File: config.mk
export PLATFORM = sky130hd
export DESIGN_NAME = alu_logic_scheduler
export DESIGN_NICKNAME = d
export VERILOG_FILES = /design/src/rtl/alu_logic_scheduler.sv
export SDC_FILE = /design/constraint.sdc
export NUM_CORES = 1
export LEC_CHECK = 0
export CAP_MARGIN = 10
export CORE_UTILIZATION = 36
export CTS_CLUSTER_SIZE = 28
export DETAILED_ROUTE_END_ITERATION = 16
export HOLD_SLACK_MARGIN = 0.02
export PLACE_DENSITY = 0.77
export SETUP_SLACK_MARGIN = 0.05
export SLEW_MARGIN = 20
export SYNTH_ARGS = -nofsm -noshare
export SYNTH_HDL_FRONTEND = slang
export SYNTH_SLANG_ARGS = --single-unit
File: constraint.sdc
create_clock -name clk -period 2.9 [get_ports clk]
set_input_delay 0.58 -clock clk [delete_from_list [all_inputs] [get_ports clk]]
set_output_delay 0.58 -clock clk [all_outputs]
set_load 0.03 [all_outputs]
File: src/rtl/alu_logic_scheduler.sv
// rtl/alu_logic_scheduler.sv - round-robin sequencer sharing the AND/OR/XOR logic slice
module alu_logic_scheduler #(
    parameter int WIDTH = 8,
    parameter int NREQ  = 3
) (
    input  logic                  clk,
    input  logic                  rst_n,
    input  logic [NREQ-1:0]       req_valid,
    output logic [NREQ-1:0]       req_ready,
    input  logic [2*NREQ-1:0]     req_op,
    input  logic [WIDTH*NREQ-1:0] req_a,
    input  logic [WIDTH*NREQ-1:0] req_b,
    output logic [1:0]            mux_select,
    output logic [WIDTH-1:0]      lu_a,
    output logic [WIDTH-1:0]      lu_b,
    input  logic [WIDTH-1:0]      lu_result,
    output logic                  rsp_valid,
    input  logic                  rsp_ready,
    output logic [WIDTH-1:0]      rsp_data,
    output logic [1:0]            rsp_id,
    output logic                  rsp_err
);

    typedef enum logic [1:0] {IDLE, EXEC, RESP} state_t;

    state_t           state_q, state_d;
    logic [1:0]       last_grant_q, last_grant_d;
    logic [1:0]       mux_select_q, mux_select_d;
    logic [WIDTH-1:0] lu_a_q, lu_a_d;
    logic [WIDTH-1:0] lu_b_q, lu_b_d;
    logic             rsp_valid_q, rsp_valid_d;
    logic [WIDTH-1:0] rsp_data_q, rsp_data_d;
    logic [1:0]       rsp_id_q, rsp_id_d;
    logic             rsp_err_q, rsp_err_d;

    logic             found;
    logic [1:0]       grant;
    logic [2:0]       cand;
    logic [1:0]       sel_op;
    logic [WIDTH-1:0] sel_a;
    logic [WIDTH-1:0] sel_b;

    // Search upward from the requester after the last winner, wrapping at NREQ.
    always_comb begin
        found = 1'b0;
        grant = 2'd0;
        cand  = 3'd0;
        for (int k = 0; k < NREQ; k++) begin
            cand = 3'(last_grant_q) + 3'd1 + 3'(k);
            if (cand >= 3'(NREQ)) begin
                cand = cand - 3'(NREQ);
            end
            if (!found && req_valid[cand[1:0]]) begin
                found = 1'b1;
                grant = cand[1:0];
            end
        end
    end

    always_comb begin
        sel_op = 2'd0;
        sel_a  = '0;
        sel_b  = '0;
        for (int i = 0; i < NREQ; i++) begin
            if (grant == 2'(i)) begin
                sel_op = req_op[2*i +: 2];
                sel_a  = req_a[WIDTH*i +: WIDTH];
                sel_b  = req_b[WIDTH*i +: WIDTH];
            end
        end
    end

    // Gated by rst_n so no accept is advertised while reset is held.
    always_comb begin
        req_ready = '0;
        for (int i = 0; i < NREQ; i++) begin
            req_ready[i] = rst_n && (state_q == IDLE) && found && (grant == 2'(i));
        end
    end

    always_comb begin
        state_d      = state_q;
        last_grant_d = last_grant_q;
        mux_select_d = mux_select_q;
        lu_a_d       = lu_a_q;
        lu_b_d       = lu_b_q;
        rsp_valid_d  = rsp_valid_q;
        rsp_data_d   = rsp_data_q;
        rsp_id_d     = rsp_id_q;
        rsp_err_d    = rsp_err_q;
        case (state_q)
            IDLE: begin
                if (found) begin
                    last_grant_d = grant;
                    rsp_id_d     = grant;
                    if (sel_op == 2'd3) begin
                        // Illegal op answers directly; the mux never sees select 3.
                        rsp_data_d  = '0;
                        rsp_err_d   = 1'b1;
                        rsp_valid_d = 1'b1;
                        state_d     = RESP;
                    end else begin
                        mux_select_d = sel_op;
                        lu_a_d       = sel_a;
                        lu_b_d       = sel_b;
                        state_d      = EXEC;
                    end
                end
            end
            EXEC: begin
                rsp_data_d  = lu_result;
                rsp_err_d   = 1'b0;
                rsp_valid_d = 1'b1;
                state_d     = RESP;
            end
            RESP: begin
                if (rsp_ready) begin
                    rsp_valid_d = 1'b0;
                    state_d     = IDLE;
                end
            end
            default: state_d = IDLE;
        endcase
    end

    always_ff @(posedge clk or negedge rst_n) begin
        if (!rst_n) begin
            state_q      <= IDLE;
            last_grant_q <= 2'(NREQ - 1);
            mux_select_q <= 2'd0;
            lu_a_q       <= '0;
            lu_b_q       <= '0;
            rsp_valid_q  <= 1'b0;
            rsp_data_q   <= '0;
            rsp_id_q     <= 2'd0;
            rsp_err_q    <= 1'b0;
        end else begin
            state_q      <= state_d;
            last_grant_q <= last_grant_d;
            mux_select_q <= mux_select_d;
            lu_a_q       <= lu_a_d;
            lu_b_q       <= lu_b_d;
            rsp_valid_q  <= rsp_valid_d;
            rsp_data_q   <= rsp_data_d;
            rsp_id_q     <= rsp_id_d;
            rsp_err_q    <= rsp_err_d;
        end
    end

    assign mux_select = mux_select_q;
    assign lu_a       = lu_a_q;
    assign lu_b       = lu_b_q;
    assign rsp_valid  = rsp_valid_q;
    assign rsp_data   = rsp_data_q;
    assign rsp_id     = rsp_id_q;
    assign rsp_err    = rsp_err_q;

endmodule

==> run metrics <==
Net Switching 1.80 mW; Setup Crit Path Kind flip-flop to primary output; routed wire length per instance 14.9 microns; fin crit share 103%; final setup margin -0.0997 ns; Die Span Y 75.5 microns; CP Launch Type flip-flop; TritonCTS clock tree done; die area 5700 sq um; RSZ-0062 raised after global routing yes; Clock Skews 0.00517 ns; final setup vio count 8; Boundary Pins 101; Initial Utilization 37.8%; DRC viols 0; fmax 0.333 GHz; worst-margin pin slew 0.579 ns; Mapped Area 1940 sq um; Max clock buf depth 2; required time worst endpoint 2.32 ns; Adder-Cell Fraction of Synth Area 1.93%; EDFF count, synth 0; vias in the first global route 1965; Worst Hold Margin 0.393 ns; Pint 2.53 mW; Worst-Skew Late Latency 0.28 ns; core area 5140 sq um; average vias per placed instance 5.17; top flip-flop cell by instance count after synthesis dfrtp_1; Async S/R FF share, synth 100%; post-cts hold buffer count 0; DIE WIDTH 75.5 microns; leakage power 1.53 nW; dpl cells 380; clk sinks 33; Seq/Total Area, Yosys 42.5%; final wirelength 5940 microns; antenna cells 0; switching part of the total power 41.6%; std cell rows 26; Post-DRT Antenna Nets 0; Simple-Gate Fraction of Synth Area 17.4%; Synth Area in XOR/XNOR 0%; Post-synth top cells 32 x dfrtp_1, 21 x nand2_1, 12 x a221o_1, 12 x and3_1, 10 x o21ai_0; FF+latch count, synth 33; first-pass GRT wire length 8880 microns; min-delay worst type input pin to async pin; hpwl dp 4430 microns; combinational share of power 72.9%; post-synthesis compound-gate area fraction 22.1%; power per cell area 1230 nW/um^2; CP Capture Type primary output; Crit Path Max Fanout 4; clk slew on worst S/H paths 0.07 ns; clock share of power 7.9%; H-tree depth 2; DRT iter0 DRCs 95; top cells by area, synth dfrtp_1 41%, a221o_1 6.2%, mux2_4 4.6%, mux2_2 4.1%, nand2_1 4.1%; # port buffers 100; clock period minus worst slack 3.00 ns; layout net count 399; main combinational cell family by area after synthesis compound AO/OA/AOI/OAI gates; mean area per synthesized cell 10.0 sq um; synth warn 0; most common cell in the netlist dfrtp_1; largest net degree at the start of global routing 34; synthesis-to-layout area growth 80.5%; multiplexer share of the synthesized area 10.7%; failing checks setup timing; top-area cell type share of the netlist area 41.2%; Slew HR 61.3%; pre-CTS WS -0.264 ns; Max Cap Viol 0; gp weighted congestion 0.806; Final Hold Fails 0; Pins Over Slew Limit 0; library cells used by synthesis 51; initial antenna violation count 0; layout cells sized above 1 25.9%; worst vdd ir 0.784 mV; via count 2059; fin cells 398; synthesized instance count 194; TritonRoute pass-1 iters 4; sum of negative setup slack -0.264 ns; CP arrival 2.42 ns; Syn Nets 265; status finished with violations; Tot GR Track Use 20.6%; CTS Buf Count 5; total power 4.33 mW; aggregate global routing overflow 0; leading area contributor after synthesis dfrtp_1; sequential group share of total power 19.2%; CTS root buf clkbuf_8
-- routing by layer --
layer | wire length [microns] | track usage (%) | part of all wire [%]
met3 | 333 | 4.63 | 5.6
met4 | 87 | 8.02 | 1.5
met1 | 2460 | 24.8 | 41
met5 | 0 | 0 | 0
met2 | 3060 | 36.0 | 51
-- placed cells by master, fill, tap and decap left out, types with 4 or more instances in the layout --
cell,instances
mux2_2,7
clkdlybuf4s50_1,94
inv_1,7
dfrtp_1,32
mux2i_1,4
and3_1,12
o21ai_0,8
nand2_1,20
buf_4,32
nor2b_1,4
buf_6,11
mux2_4,6
a21oi_1,9
clkbuf_8,6
nor2_1,5
a221o_1,12
-- worst max-delay path: stages (launching register included) --
cell     delay, ns
dfstp_2       0.55
inv_2         0.05
ha_4          0.26
a21bo_4       0.22
or4_4         0.45
o211a_4       0.18
buf_6         0.12
nor3_4        0.16
buf_6         0.15
-- final timing paths --
| check | cells past startpoint | startpoint | slack [ns] | end |
|---|---|---|---|---|
| max | 8 | last_grant_q[1] | -0.1 | req_ready[0] |
| min | 2 | rst_n | 0.39 | rsp_valid |
| max reg2reg | 10 | last_grant_q[1] | -0.01 | lu_b[1] |
| min reg2reg | 1 | mux_select[0] | 0.50 | mux_select[0] |
| max in group asynchronous | 2 | rst_n | 2.16 | last_grant_q[1] |
| min in group clk | 1 | mux_select[0] | 0.50 | mux_select[0] |
-- timing repair --
item / in CTS / in global routing
resized for setup: 12 / 16
setup endpoints to repair: 21 / 22
pin swaps: 6 / 9
buffers inserted: 6 / 5
endpoints found under the hold margin: 0 / 0
-- sequential cells by signal (all words and copies together), names as in the netlist --
| name | flops |
|---|---|
| rsp_valid | 1 |
| state_q | 2 |
| last_grant_q | 2 |
| lu_a | 8 |
| mux_select | 2 |
| lu_b | 8 |
| rsp_id | 1 |
| rsp_err | 1 |
| rsp_data | 8 |
-- final cells by class --
| cell class | count | area [sq um] |
|---|---|---|
| multi-input cells | 139 | 1120 |
| flip-flops and latches | 33 | 827 |
| well taps | 70 | 87.6 |
| clock buffers | 7 | 86.3 |
| repair buffers | 141 | 1360 |
| inverters | 8 | 30.0 |
| fillers | 430 | 1630 |
-- per-stage QoR --
| step | util (%) | cell area (sq um) |
|---|---|---|
| floorplan | - | 2010 |
| global placement | 63.0 | 3240 |
| detailed placement | 63.0 | 3240 |
| CTS | 66.4 | 3410 |
| global route | 68.3 | 3510 |
| finish | 68.3 | 3510 |
-- logic make-up (layout without fill, tap and decap cells) --
group / after synthesis / count (layout)
buffers and inverters: 22 / 156
multiplexers: 17 / 17
flip-flops: 33 / 33
AO/OA/AOI/OAI: 55 / 55
adder cells (fa/ha/maj): 3 / 3
AND/OR/NAND/NOR: 64 / 64
-- power groups by stage --
stage          clock network [mW]  logic, mW  registers, mW
6_report                    0.344       3.16          0.832
5_1_grt                     0.375       3.39          0.862
4_1_cts                     0.355       2.99          0.834
3_5_place_dp                    0       2.83          0.839
3_3_place_gp                    0       2.78          0.828
2_1_floorplan                   0       1.40           1.21
No activity file was read; power rests on OpenSTA's default activity.
